**config.mk**
```make
export PLATFORM = sky130hd
export DESIGN_NAME = load_store_unit
export DESIGN_NICKNAME = d
export VERILOG_FILES = /design/src/rtl/lsu_pkg.sv /design/src/rtl/lsu_lane_align.sv /design/src/rtl/load_store_unit.sv
export SDC_FILE = /design/constraint.sdc
export NUM_CORES = 1
export LEC_CHECK = 0
export ABC_AREA = 1
export CORE_MARGIN = 2
export CORE_UTILIZATION = 48
export CTS_BUF_LIST = sky130_fd_sc_hd__clkbuf_16
export CTS_CLUSTER_SIZE = 8
export DETAILED_ROUTE_END_ITERATION = 10
export MAX_ROUTING_LAYER = met4
export PLACE_DENSITY = 0.88
export SLEW_MARGIN = 25
export SYNTH_ARGS = -nofsm -noshare
export SYNTH_HDL_FRONTEND = slang
export SYNTH_SLANG_ARGS = --single-unit
```
**constraint.sdc**
```tcl
create_clock -name Clk -period 1.9 [get_ports Clk]
set_input_delay 0.19 -clock Clk [delete_from_list [all_inputs] [get_ports Clk]]
set_output_delay 0.19 -clock Clk [all_outputs]
set_load 0.01 [all_outputs]
```
**src/rtl/lsu_pkg.sv**
```systemverilog
// Shared definitions for the load/store unit: access size codes, the controller
// state encoding, the default data-memory size and the access legality check.
package lsu_pkg;

    localparam int unsigned LSU_MEM_BYTES = 4096;

    typedef enum logic [1:0] {
        SZ_BYTE = 2'b00,
        SZ_HALF = 2'b01,
        SZ_WORD = 2'b10,
        SZ_ILL  = 2'b11
    } lsu_size_e;

    typedef enum logic [2:0] {
        ST_IDLE  = 3'd0,
        ST_READ  = 3'd1,
        ST_WAIT  = 3'd2,
        ST_WRITE = 3'd3,
        ST_RESP  = 3'd4
    } lsu_state_e;

    // An access is refused when it lies beyond the memory, is not naturally
    // aligned for its size, or uses the reserved size code.
    function automatic logic access_error(input logic [31:0] addr,
                                          input logic [1:0]  size,
                                          input logic [31:0] limit);
        logic bad;
        bad = (addr >= limit);
        if (size == SZ_HALF) begin
            bad = bad | addr[0];
        end else if (size == SZ_WORD) begin
            bad = bad | (addr[1:0] != 2'b00);
        end else if (size == SZ_ILL) begin
            bad = 1'b1;
        end
        return bad;
    endfunction

endpackage

```
**src/rtl/lsu_lane_align.sv**
```systemverilog
// Little-endian lane steering: extracts and extends a loaded byte/halfword and
// merges sub-word store data into the word read back from memory.
module lsu_lane_align
    import lsu_pkg::*;
(
    input  logic [31:0] word_i,
    input  logic [1:0]  offset_i,
    input  logic [1:0]  size_i,
    input  logic        unsigned_i,
    input  logic [15:0] wdata_i,
    output logic [31:0] load_data_o,
    output logic [31:0] merged_o
);

    logic [7:0]  byte_sel;
    logic [15:0] half_sel;

    always_comb begin
        byte_sel    = word_i[7:0];
        half_sel    = word_i[15:0];
        load_data_o = word_i;
        merged_o    = word_i;

        case (offset_i)
            2'd0:    byte_sel = word_i[7:0];
            2'd1:    byte_sel = word_i[15:8];
            2'd2:    byte_sel = word_i[23:16];
            default: byte_sel = word_i[31:24];
        endcase
        half_sel = offset_i[1] ? word_i[31:16] : word_i[15:0];

        if (size_i == SZ_BYTE) begin
            load_data_o = {{24{~unsigned_i & byte_sel[7]}}, byte_sel};
            case (offset_i)
                2'd0:    merged_o[7:0]   = wdata_i[7:0];
                2'd1:    merged_o[15:8]  = wdata_i[7:0];
                2'd2:    merged_o[23:16] = wdata_i[7:0];
                default: merged_o[31:24] = wdata_i[7:0];
            endcase
        end else if (size_i == SZ_HALF) begin
            load_data_o = {{16{~unsigned_i & half_sel[15]}}, half_sel};
            if (offset_i[1]) begin
                merged_o[31:16] = wdata_i;
            end else begin
                merged_o[15:0] = wdata_i;
            end
        end
    end

endmodule

```
**src/rtl/load_store_unit.sv**
```systemverilog
// MEM-stage load/store controller for the single-port word-addressed data
// memory: sub-word loads with extension, read-modify-write sub-word stores.
module load_store_unit
    import lsu_pkg::*;
#(
    parameter int unsigned MEM_BYTES = LSU_MEM_BYTES,
    parameter int          DATA_W    = 32
) (
    input  logic              Clk,
    input  logic              Reset,
    input  logic              Req,
    input  logic              IsStore,
    input  logic [1:0]        Size,
    input  logic              Unsigned,
    input  logic [DATA_W-1:0] Address,
    input  logic [DATA_W-1:0] WriteData,
    output logic              Busy,
    output logic              Done,
    output logic              Error,
    output logic [DATA_W-1:0] LoadData,
    output logic [DATA_W-1:0] MemAddress,
    output logic [DATA_W-1:0] MemWriteData,
    output logic              MemRead,
    output logic              MemWrite,
    input  logic [DATA_W-1:0] MemReadData
);

    // Handshake: Req is only looked at in IDLE, after which the CPU holds its
    // inputs until the single-cycle Done; Busy covers every non-IDLE cycle.
    lsu_state_e  state_q, state_d;
    logic [31:0] addr_q, addr_d;
    logic [15:0] wdata_q, wdata_d;
    logic [1:0]  size_q, size_d;
    logic        store_q, store_d;
    logic        uns_q, uns_d;
    logic        err_q, err_d;
    logic [31:0] load_data_q, load_data_d;
    logic [31:0] mem_wdata_q, mem_wdata_d;

    logic [31:0] align_load;
    logic [31:0] align_merged;

    lsu_lane_align u_align (
        .word_i      (MemReadData),
        .offset_i    (addr_q[1:0]),
        .size_i      (size_q),
        .unsigned_i  (uns_q),
        .wdata_i     (wdata_q),
        .load_data_o (align_load),
        .merged_o    (align_merged)
    );

    always_comb begin
        state_d     = state_q;
        addr_d      = addr_q;
        wdata_d     = wdata_q;
        size_d      = size_q;
        store_d     = store_q;
        uns_d       = uns_q;
        err_d       = err_q;
        load_data_d = load_data_q;
        mem_wdata_d = mem_wdata_q;

        case (state_q)
            ST_IDLE: begin
                if (Req) begin
                    addr_d  = Address;
                    wdata_d = WriteData[15:0];
                    size_d  = Size;
                    store_d = IsStore;
                    uns_d   = Unsigned;
                    err_d   = access_error(Address, Size, 32'(MEM_BYTES));
                    if (err_d) begin
                        state_d = ST_RESP;
                    end else if (IsStore && Size == SZ_WORD) begin
                        mem_wdata_d = WriteData;
                        state_d     = ST_WRITE;
                    end else begin
                        state_d = ST_READ;
                    end
                end
            end
            ST_READ: state_d = ST_WAIT;
            ST_WAIT: begin
                if (store_q) begin
                    mem_wdata_d = align_merged;
                    state_d     = ST_WRITE;
                end else begin
                    load_data_d = align_load;
                    state_d     = ST_RESP;
                end
            end
            ST_WRITE: state_d = ST_RESP;
            ST_RESP: begin
                err_d   = 1'b0;
                state_d = ST_IDLE;
            end
            default: state_d = ST_IDLE;
        endcase
    end

    always_ff @(posedge Clk) begin
        if (Reset) begin
            state_q     <= ST_IDLE;
            addr_q      <= '0;
            wdata_q     <= '0;
            size_q      <= '0;
            store_q     <= 1'b0;
            uns_q       <= 1'b0;
            err_q       <= 1'b0;
            load_data_q <= '0;
            mem_wdata_q <= '0;
        end else begin
            state_q     <= state_d;
            addr_q      <= addr_d;
            wdata_q     <= wdata_d;
            size_q      <= size_d;
            store_q     <= store_d;
            uns_q       <= uns_d;
            err_q       <= err_d;
            load_data_q <= load_data_d;
            mem_wdata_q <= mem_wdata_d;
        end
    end

    // Every output is a register or a pure decode of state_q.
    assign Busy         = (state_q != ST_IDLE);
    assign Done         = (state_q == ST_RESP);
    assign Error        = err_q;
    assign MemRead      = (state_q == ST_READ);
    assign MemWrite     = (state_q == ST_WRITE);
    assign LoadData     = load_data_q;
    assign MemAddress   = {addr_q[31:2], 2'b00};
    assign MemWriteData = mem_wdata_q;

endmodule

```
==> results of run 1 <==
==> power by group <==
part / internal [W] / switching (W) / leakage (nW)
Sequential: 0.00263 / 0.0000732 / 0.981
Clock: 0.00201 / 0.00114 / 0.285
Combinational: 0.000636 / 0.000765 / 3.15
Total: 0.00527 / 0.00198 / 4.42
==> worst max-delay path by stage <==
stage / depth (start not counted) / startpoint / to
6_report: 11 / addr_q[1]$_SDFFE_PP0P_ / LoadData[23]$_SDFFE_PP0P_
5_1_grt: 11 / addr_q[1]$_SDFFE_PP0P_ / LoadData[23]$_SDFFE_PP0P_
4_1_cts: 4 / state_q[0]$_SDFFE_PP0P_ / Done
3_5_place_dp: 10 / Address[24] / MemWriteData[6]$_SDFFE_PP0P_
3_3_place_gp: 10 / Address[24] / MemWriteData[5]$_SDFFE_PP0P_
2_1_floorplan: 10 / addr_q[1]$_SDFFE_PP0P_ / LoadData[23]$_SDFFE_PP0P_
==> area by class of cell <==
type                    instances  area (µm²)  share of cell area
well taps                     184       230.2             0.02367
multi-input cells             751        3556              0.3656
flip-flops and latches        120        2402              0.2470
repair buffers                240        2421              0.2489
clock buffers                  17       425.4             0.04374
clock inverters                14       142.6             0.01467
inverters                     146       548.0             0.05635
==> per-layer routing <==
layer	track usage	vias to the layer above	share of wire
li1	-	3867	-
met1	0.3588	3580	0.40
met2	0.4751	446	0.47
met3	0.05905	73	0.092
met4	0.1510	0	0.046
met5	-	-	0
==> sequential cells by signal (all words and copies together), names as in the netlist, 2 cells and up <==
signal / flops
size_q: 2
addr_q: 32
wdata_q: 16
MemWriteData: 32
state_q: 3
LoadData: 32
==> cell families (layout without fill, tap and decap cells) <==
logic type             count (synthesis)  in the layout
buffers and inverters                250            417
AND/OR/NAND/NOR                      487            487
other                                  1              2
flip-flops                           120            120
AO/OA/AOI/OAI                        262            262
==> layout by cell type (no fill, tap or decap), types with 2 or more instances in the layout <==
| cell type | instances |
|---|---|
| dfxtp_1 | 120 |
| clkbuf_16 | 17 |
| nand4_1 | 13 |
| clkdlybuf4s50_1 | 198 |
| nor2_4 | 3 |
| o211ai_1 | 14 |
| or2_2 | 14 |
| inv_1 | 142 |
| nand3_1 | 55 |
| o2111ai_1 | 6 |
| buf_12 | 9 |
| a21oi_1 | 82 |
| o21a_1 | 18 |
| o21ai_0 | 97 |
| a31oi_1 | 22 |
| dlymetal6s2s_1 | 2 |
| nor2_1 | 146 |
| nand3_2 | 2 |
| bufinv_16 | 3 |
| nand2_1 | 231 |
| clkinvlp_4 | 2 |
| inv_2 | 7 |
| nand3b_1 | 16 |
| clkinv_2 | 3 |
| o21ai_1 | 19 |
| o21ai_2 | 2 |
| nor2_2 | 3 |
| buf_4 | 30 |
| conb_1 | 2 |
| clkinv_1 | 3 |
==> worst reg2reg max path, delay by kind of cell (launching register included) <==
family                 cells  cell delay [ps]
AOI/OAI and AO/OA          2              230
buffers and inverters      3              490
and+or+nand+nor            6              510
DFF                        1              430
==> per-stage QoR <==
stage	cell area [µm²]	worst slack, ps	cells
2_1_floorplan	7046	433.1	1121
3_3_place_gp	9149	124.9	1441
3_5_place_dp	9149	59.54	1441
4_1_cts	9716	35.22	1472
5_1_grt	9726	36.69	1472
6_report	9726	139.3	1472
==> what timing repair did <==
action                                  in CTS  in global routing
endpoints found under the setup margin       1                  3
setup buffers                                0                  0
gates resized for setup                      1                  3
==> PnR_summary.wiki, run 1 <==
{| class="wikitable"
! Metric !! Value
|-
| Result of the run || finished, final reports clean
|-
| Maximum number of pins on one net before global-route repair || 65
|-
| Yosys warns || 0
|-
| Per-cell via count in the routed design || 5.412
|-
| Post-synthesis instance area || 0.007042 mm²
|-
| Final setup skew || ~6.4 ps
|-
| Slowest cell delay on critical path || 430 ps
|-
| Critical path class || flip-flop to flip-flop
|-
| Fraction of final layout cells with drive strength greater than 1 || 0.07609
|-
| Core outline area || ~0.014 mm²
|-
| Max-capacitance violation count || 0
|-
| Synthesized-area fraction occupied by ao, oa, aoi and oai cells || 0.2066
|-
| Hold violation total from the final report || 0
|-
| Global-route wire length before repair || about 37,000 µm
|-
| Largest driver fanout on the critical path || 24
|-
| Total setup violations reported at the end of the flow || 0
|-
| Area Overhead vs Synth || 38.11%
|-
| Leading post-synthesis cells by instance count || nand2_1, nor2_1, inv_1, dfxtp_1, o21ai_0
|-
| Post-layout net count || 1,379
|-
| # IOs || 204
|-
| EDFF count, synth || 0
|-
| Cts hold-fix bufs || 0
|-
| Fmax || 0.5680 GHz
|-
| Total buffers and inverters traversed by the critical path || 3
|-
| Clock Root Buffer || clkbuf_16
|-
| DR pass1 iterations || 5
|-
| Clock input transition at the sequential cells of the worst setup and hold paths || 50 ps
|-
| Arithmetic-cell share of the synthesized area counting full adders, half adders and majority gates || 0
|-
| DRC violations left || 0
|-
| Share of cell area taken by muxes after synthesis || 0
|-
| Detailed-route wire length || about 23,000 µm
|-
| Die Y-Extent || 125.1 µm
|-
| Arrival time worst endpoint || 2080 ps
|-
| Max VDD drop || 0.5688 mV
|-
| Number of global-route vias before repair || approximately 7,600
|-
| Start point of the worst min-delay path || Address[26]
|-
| CP max-delay cell || dfxtp_1
|-
| Type of origin of the critical path || flip-flop
|-
| Most frequently used cell type in the post-synthesis netlist || nand2_1
|-
| Inserted Clock Buffers || 17
|-
| Most frequent cell on the critical path || nand2_1
|-
| Fraction of the yosys area taken by sequential cells || 0.3412
|-
| Clock sink count || 120
|-
| Cell breakdown of the critical path || buf_4 > nor2_8 > nand2_1 > o211ai_1 > o21ai_1 > nor2_1 > nand2_1 > buf_4 > nand3b_1 > nand2_1 > inv_1
|-
| Total number of vias || around 8,000
|-
| Die span in x || approximately 130 µm
|-
| Port buffer count || approximately 200
|-
| Endpoint class of the critical path || flip-flop
|-
| WL per Instance || 15.53 µm
|-
| Simple-gate share of the synthesized area || 0.2948
|-
| Min-Delay Path Depth || 3
|-
| Initial antenna violation count || 0
|-
| Post-synthesis cell count || 1,120
|-
| Global placement routability congestion || approximately 0.95
|-
| Post-route worst hold slack || 335.5 ps
|-
| Required time of the critical path || 2220 ps
|-
| Yosys top cell by area || dfxtp_1
|-
| Iter 0 DRT Violations || 780
|-
| Kind of cell adding the most delay to the critical path || simple AND/OR/NAND/NOR gates
|-
| Area share of the largest cell type after synthesis || 0.3412
|-
| Post-layout min period || 1761 ps
|-
| TNS Setup || 0 ps
|-
| Die area || about 0.016 mm²
|-
| Top_reg_cell synth || dfxtp_1
|-
| H-tree level count || 4
|-
| Cells taking the most area after synthesis || dfxtp_1, nand2_1, nor2_1
|-
| Initial Utilization || 0.4882
|-
| Worst Hold End || addr_q[26]$_SDFFE_PP0P_
|-
| Number of cell rows || between 40 and 50
|-
| Async S/R FF share, synth || 0
|-
| Leak || 4.416 nW
|-
| FF-to-FF End || LoadData[23]$_SDFFE_PP0P_
|-
| Hpwl dp || roughly 17,000 µm
|-
| Power density of the placed cells || roughly 750 mW/mm²
|-
| Reg-to-reg slack, setup || 140 ps
|-
| #FFs+latches synth || 120
|-
| Reg2Reg Depth || 11
|-
| Xor and xnor fraction of the mapped netlist area || 0
|-
| Worst R2R Start || addr_q[1]$_SDFFE_PP0P_
|-
| Total of fill cells in the finished design || approximately 1,200
|-
| Largest family of logic cells by synthesized area || simple AND/OR/NAND/NOR gates
|-
| Hold/Removal Path Class || input pin to flip-flop
|-
| Detail Route Antenna Nets || 0
|-
| TritonCTS clock tree || done
|-
| Number of antenna cells inserted || 0
|-
| Maximum buffer depth of the clock tree || 2
|-
| Total Power Consumption || 0.007250 W
|-
| Slew Viols, Final || 0
|-
| Gr ovfl total || 0
|-
| Core occupancy in the finished layout || 0.6743
|-
| Clock latency on the worst-skew pair || 420 ps
|-
| Post-route clock period utilization || 0.9267
|-
| Unrepaired setup endpoints after global routing || false
|-
| GRT Total Usage || 0.2978
|-
| Number of distinct library cells after synthesis || 31
|-
| Synthesized area per cell || 6.287 µm²
|}
(Power assumes the default switching activity.)
==> run 2: changes to the inputs <==
==> constraint.sdc (replaced) <==
create_clock -name Clk -period 1.9 [get_ports Clk]
set_input_delay 0.285 -clock Clk [delete_from_list [all_inputs] [get_ports Clk]]
set_output_delay 0.285 -clock Clk [all_outputs]
set_load 0.01 [all_outputs]
==> run 2 against run 1 <==
  * Sequential power about the same
  * Global-route usage increased by 0.076 points
  * Cell count about the same
  * First-iteration DRC count increased by 2.3%
  * Critical path depth unchanged
  * Critical path type unchanged
  * Largest cell class unchanged
  * Register-to-register slack improved by 50 ps
  * Largest power group unchanged
==> PnR_summary.wiki, run 2 (synthesized netlist as in run 1, its figures left out) <==
{| class="wikitable"
! Metric !! Value
|-
| TNS Setup || 0 ps
|-
| Iter 0 DRT Violations || 798
|-
| Area of all placed cells without fillers || 0.009692 mm²
|-
| Number of setup buffers added after CTS || 0
|-
| Leading cell type in the layout, fill and taps excluded || nand2_1
|-
| Number of antenna cells inserted || 0
|-
| Total setup violations reported at the end of the flow || 0
|-
| DRC violations left || 0
|-
| TritonCTS clock tree || done
|-
| Required time of the critical path || 2220 ps
|-
| Global-route wire length before repair || 36,920 µm
|-
| Final std cells w/o fill || between 1,000 and 1,500
|-
| WL per Instance || 15.66 µm
|-
| Post-layout net count || 1,377
|-
| Per-cell via count in the routed design || ~5.4
|-
| Arrival time worst endpoint || just over 2000 ps
|-
| H-tree level count || 4
|-
| Die area || 0.01566 mm²
|-
| Global placement routability congestion || 0.9422
|-
| Total number of vias || 7,916
|-
| Slew Viols, Final || 0
|-
| Inserted Clock Buffers || 17
|-
| Number of cell rows || 44
|-
| Endpoint class of the critical path || flip-flop
|-
| Detailed-route wire length || 23,040 µm
|-
| Minimum setup slack in the final design || 193.6 ps
|-
| Post-route clock period utilization || 0.8981
|-
| Die span in x || about 130 µm
|-
| Total of fill cells in the finished design || 1,263
|-
| Detail Route Antenna Nets || 0
|-
| Power density of the placed cells || 729.5 mW/mm²
|-
| Final setup skew || about 9.5 ps
|-
| Die Y-Extent || 125.1 µm
|-
| Largest driver fanout on the critical path || 24
|-
| Post-route worst hold slack || 427.4 ps
|-
| Max VDD drop || 0.6453 mV
|-
| Result of the run || finished, final reports clean
|-
| Hold/Removal Path Class || input pin to flip-flop
|-
| Post-DP Area || a little over 0.009 mm²
|-
| Maximum buffer depth of the clock tree || 2
|-
| Maximum number of pins on one net before global-route repair || 65
|-
| Initial Utilization || 0.4882
|-
| Port buffer count || 201
|-
| Number of global-route vias before repair || 7,491
|-
| Area Overhead vs Synth || 37.63%
|-
| Dpl cells || approximately 1,400
|-
| Max-capacitance violation count || 0
|-
| Hold violation total from the final report || 0
|-
| # IOs || 204
|-
| Gr ovfl total || 0
|-
| Post-layout min period || 1706 ps
|-
| Dpl ws || -14.99 ps
|-
| Leak || 4.361 nW
|-
| Clock latency on the worst-skew pair || 420 ps
|-
| Clock input transition at the sequential cells of the worst setup and hold paths || 60 ps
|-
| GRT Total Usage || 0.2986
|-
| Hpwl dp || around 16,000 µm
|-
| Fmax || 0.5860 GHz
|-
| Clock Root Buffer || clkbuf_16
|-
| Type of origin of the critical path || flip-flop
|-
| Core outline area || about 0.014 mm²
|-
| Fraction of final layout cells with drive strength greater than 1 || 0.07848
|-
| Cts hold-fix bufs || 0
|-
| DR pass1 iterations || 8
|-
| Critical path class || flip-flop to flip-flop
|-
| Highest-count cells in the layout ignoring fill and taps || nand2_1, clkdlybuf4s50_1, nor2_1
|-
| Unrepaired setup endpoints after global routing || false
|-
| Clock sink count || 120
|-
| Initial antenna violation count || 0
|}
## run 2: area by class of cell
type                            count  area [µm²]  area share
Tap cell                          184       230.2     0.02375
Clock inverter                     15       113.9     0.01175
Timing Repair inverter              1       5.005   0.0005164
Multi-Input combinational cell    751        3556      0.3669
Clock buffer                       17       425.4     0.04389
Timing Repair Buffer              237        2406      0.2483
Inverter                          146       551.8     0.05693
Sequential cell                   120        2404      0.2480
## run 2: final timing paths
check,from,to,slack (ps),depth (start not counted)
worst min register to register,wdata_q[14]$_SDFFE_PP0P_,wdata_q[14]$_SDFFE_PP0P_,470,2
worst min-delay path,Address[27],addr_q[27]$_SDFFE_PP0P_,430,3
worst max-delay path,addr_q[1]$_SDFFE_PP0P_,LoadData[19]$_SDFFE_PP0P_,190,11
worst max register to register,addr_q[1]$_SDFFE_PP0P_,LoadData[19]$_SDFFE_PP0P_,190,11
## run 2: metrics by stage
| stage | utilization | total power [W] |
|---|---|---|
| floorplan | - | 0.003541 |
| global placement | 0.6336 | 0.004099 |
| detailed placement | 0.6336 | 0.004126 |
| CTS | 0.6710 | 0.007077 |
| global route | 0.6719 | 0.007367 |
| finish | 0.6719 | 0.007070 |
## run 2: where the power goes
part	switching [W]	leakage [nW]	internal (W)	total, W
logic	0.000774	3.11	0.000635	0.00141
clock network	0.00119	0.266	0.00177	0.00296
registers	0.0000740	0.981	0.00263	0.00270
total	0.00204	4.36	0.00503	0.00707
## run 2: layer usage
metal / global-route usage / routed length (µm)
met1: 0.3582 / 9201
met2: 0.4827 / 10840
met3: 0.05862 / 1989
met4: 0.1425 / 1009
met5: - / 0
## run 2: repair_timing
action | CTS | global route
gates resized for setup | 5 | 3
setup endpoints to repair | 3 | 6
gates cloned | 0 | 1
## run 2: worst max-delay path: stages, from the launching register on
cell and delay [ps]:
dfxtp_2 400, buf_4 240, nor2_8 70, nand2_1 80, o211ai_1 90, o21ai_1 140
nor2_1 60, nand2_1 100, buf_12 170, nand3b_1 130, nand2_1 80, inv_1 30
==> run 3: changes to the inputs <==
--- a/config.mk
+++ b/config.mk
@@ -12,7 +12,7 @@
 export CTS_CLUSTER_SIZE = 8
 export DETAILED_ROUTE_END_ITERATION = 10
 export MAX_ROUTING_LAYER = met4
-export PLACE_DENSITY = 0.88
+export PLACE_DENSITY = 0.91
 export SLEW_MARGIN = 25
 export SYNTH_ARGS = -nofsm -noshare
 export SYNTH_HDL_FRONTEND = slang
==> run 3 against run 2 <==
  * Flip-flop and latch count unchanged
  * Core utilization barely moved
  * Via count is 0.87% higher
  * Wire length increased by 0.94%
  * Sequential share of layout area about the same
  * Clock skew is essentially flat
  * Largest cell class unchanged
  * Count of clock-buffer cells in the layout unchanged
==> PnR_summary.wiki, run 3 (synthesized netlist as in run 1, its figures left out) <==
{| class="wikitable"
! Metric !! Value
|-
| Result of the run || finished, final reports clean
|-
| Share of power burned in the clock network || 0.434
|-
| Type of origin of the critical path || flip-flop
|-
| Final setup skew || around 9.6 ps
|-
| # IOs || 204
|-
| Part of the total power dissipated in combinational logic || 0.194
|-
| Die span in x || 125.1 µm
|-
| Internal power of the cells || between 0.005 and 0.006 W
|-
| Clock input transition at the sequential cells of the worst setup and hold paths || 60 ps
|-
| H-tree level count || 4
|-
| Fraction of final layout cells with drive strength greater than 1 || 0.07609
|-
| Largest driver fanout on the critical path || 24
|-
| Maximum number of pins on one net before global-route repair || 65
|-
| DR pass1 iterations || 5
|-
| Critical path class || flip-flop to flip-flop
|-
| Required time of the critical path || 2270 ps
|-
| WL per Instance || 15.79 µm
|-
| Area of the multi-input gates || 0.003551 mm²
|-
| Switching power || 0.001991 W
|-
| Number of cell rows || 44
|-
| GRT Total Usage || 0.3020
|-
| Detail Route Antenna Nets || 0
|-
| Clock Root Buffer || clkbuf_16
|-
| Worst Hold End || addr_q[27]$_SDFFE_PP0P_
|-
| TritonCTS clock tree || done
|-
| Global placement routability congestion || 0.9566
|-
| Detailed-route wire length || 23,260 µm
|-
| Post-layout min period || 1771 ps
|-
| Maximum buffer depth of the clock tree || 2
|-
| Highest-count cells in the layout ignoring fill and taps || nand2_1, clkdlybuf4s50_1, nor2_1
|-
| Proportion of power drawn by flip-flops and latches || 0.372
|-
| Total number of vias || 7,985
|-
| Hold/Removal Path Class || input pin to flip-flop
|-
| Max-capacitance violation count || 0
|-
| Core occupancy in the finished layout || 0.6718
|-
| Dpl cells || 1,440
|-
| Endpoint class of the critical path || flip-flop
|-
| Die Y-Extent || 125.1 µm
|-
| Inserted Clock Buffers || 17
|-
| Max VDD drop || 0.6177 mV
|-
| Post-route clock period utilization || 0.9322
|-
| Die area || approximately 0.016 mm²
|-
| Clock sink count || 120
|-
| Slew Viols, Final || 0
|-
| Initial Utilization || 0.4882
|-
| Hpwl dp || 16,570 µm
|-
| Power density of the placed cells || 749.1 mW/mm²
|-
| Reg-to-reg slack, setup || roughly 130 ps
|-
| Total setup violations reported at the end of the flow || 0
|-
| DRC violations left || 0
|-
| Port buffer count || 201
|-
| Post-layout net count || 1,379
|-
| Leak || approximately 4.4 nW
|-
| Area Overhead vs Synth || 37.62%
|-
| Reg2Reg Depth || 9
|-
| Hold violation total from the final report || 0
|-
| Number of global-route vias before repair || 7,508
|-
| Arrival time worst endpoint || 2140 ps
|-
| Initial antenna violation count || 0
|-
| Leading cell type in the layout, fill and taps excluded || nand2_1
|-
| Iter 0 DRT Violations || 778
|-
| Unrepaired setup endpoints after global routing || false
|-
| Per-cell via count in the routed design || 5.421
|-
| Worst R2R Start || addr_q[0]$_SDFFE_PP0P_
|-
| Min-Delay Path Depth || 3
|-
| Core outline area || 0.01442 mm²
|-
| Fmax || 0.5646 GHz
|-
| Clock latency on the worst-skew pair || 420 ps
|-
| Start point of the worst min-delay path || Address[27]
|-
| Switching portion of total power || 0.2742
|-
| Gr ovfl total || 0
|-
| Total area of sequential cells || 0.002402 mm²
|-
| Final std cells w/o fill || 1,473
|-
| Post-DP Area || 0.009116 mm²
|-
| Total of fill cells in the finished design || 1,194
|-
| Area of all placed cells without fillers || 0.009691 mm²
|-
| Global-route wire length before repair || ~37,000 µm
|-
| FF-to-FF End || LoadData[20]$_SDFFE_PP0P_
|}
run 3: routing by layer:
layer / wire length [µm] / vias to the layer above / GRT usage
li1: - / 3869 / -
met3: 2066 / 61 / 0.06932
met4: 906 / 0 / 0.1307
met2: 11080 / 410 / 0.4962
met1: 9198 / 3645 / 0.3550
met5: 0 / - / -
run 3: stage by stage:
step | total power [W] | TNS, ps | hold WS [ps] | setup slack [ps]
final | 0.007259 | 0 | 421.5 | 128.8
after global routing | 0.007565 | 0 | 437.4 | 12.14
after CTS | 0.007272 | 0 | 413.0 | 150.0
after detailed placement | 0.004118 | -6.930 | 452.8 | -3.305
after global placement | 0.004093 | 0 | 449.5 | 29.18
after floorplan | 0.003541 | 0 | 354.1 | 433.1
run 3: cell type report:
| cell class | instances | area share |
|---|---|---|
| timing repair buffer | 239 | 0.2456 |
| timing repair inverter | 1 | 0.0005165 |
| inverter | 146 | 0.05694 |
| clock inverter | 14 | 0.01472 |
| tap | 184 | 0.02376 |
| multi-input combinational | 751 | 0.3664 |
| clock buffer | 17 | 0.04390 |
| sequential | 120 | 0.2479 |
| antenna | 1 | 0.0002582 |
run 3: worst max-delay path by stage:
stage | slack (ps) | to | startpoint
after floorplan | 430 | LoadData[23]$_SDFFE_PP0P_ | addr_q[1]$_SDFFE_PP0P_
after global routing | 10 | LoadData[11]$_SDFFE_PP0P_ | size_q[1]$_SDFFE_PP0P_
final | 130 | LoadData[20]$_SDFFE_PP0P_ | addr_q[0]$_SDFFE_PP0P_
after global placement | 30 | MemWriteData[5]$_SDFFE_PP0P_ | Address[24]
after detailed placement | -3 | MemWriteData[2]$_SDFFE_PP0P_ | Address[22]
after CTS | 150 | LoadData[20]$_SDFFE_PP0P_ | addr_q[0]$_SDFFE_PP0P_
run 3: power by group through the flow:
stage	Combinational (W)	Sequential (W)	Clock [W]
after detailed placement	0.00137	0.00275	0
after global routing	0.00154	0.00271	0.00332
after CTS	0.00138	0.00270	0.00319
after floorplan	0.000810	0.00273	0
final	0.00141	0.00270	0.00315
after global placement	0.00135	0.00274	0
run 3: worst max-delay path, cell delays in order, from the launching register on:
cell and delay, ps:
dfxtp_1 550, inv_1 170, o211ai_1 250, o21ai_1 130
nor2_1 110, nand2_1 90, buf_12 180, nand3b_1 120
nand2_1 60, inv_1 40
run 3: what timing repair did:
item | in CTS | in global routing
buffers inserted | 0 | 0
hold buffers | 0 | 0
setup endpoints to repair | 4 | 1
hold endpoints to repair | 0 | 0
gates resized for setup | 4 | 1
gates cloned | 0 | 1
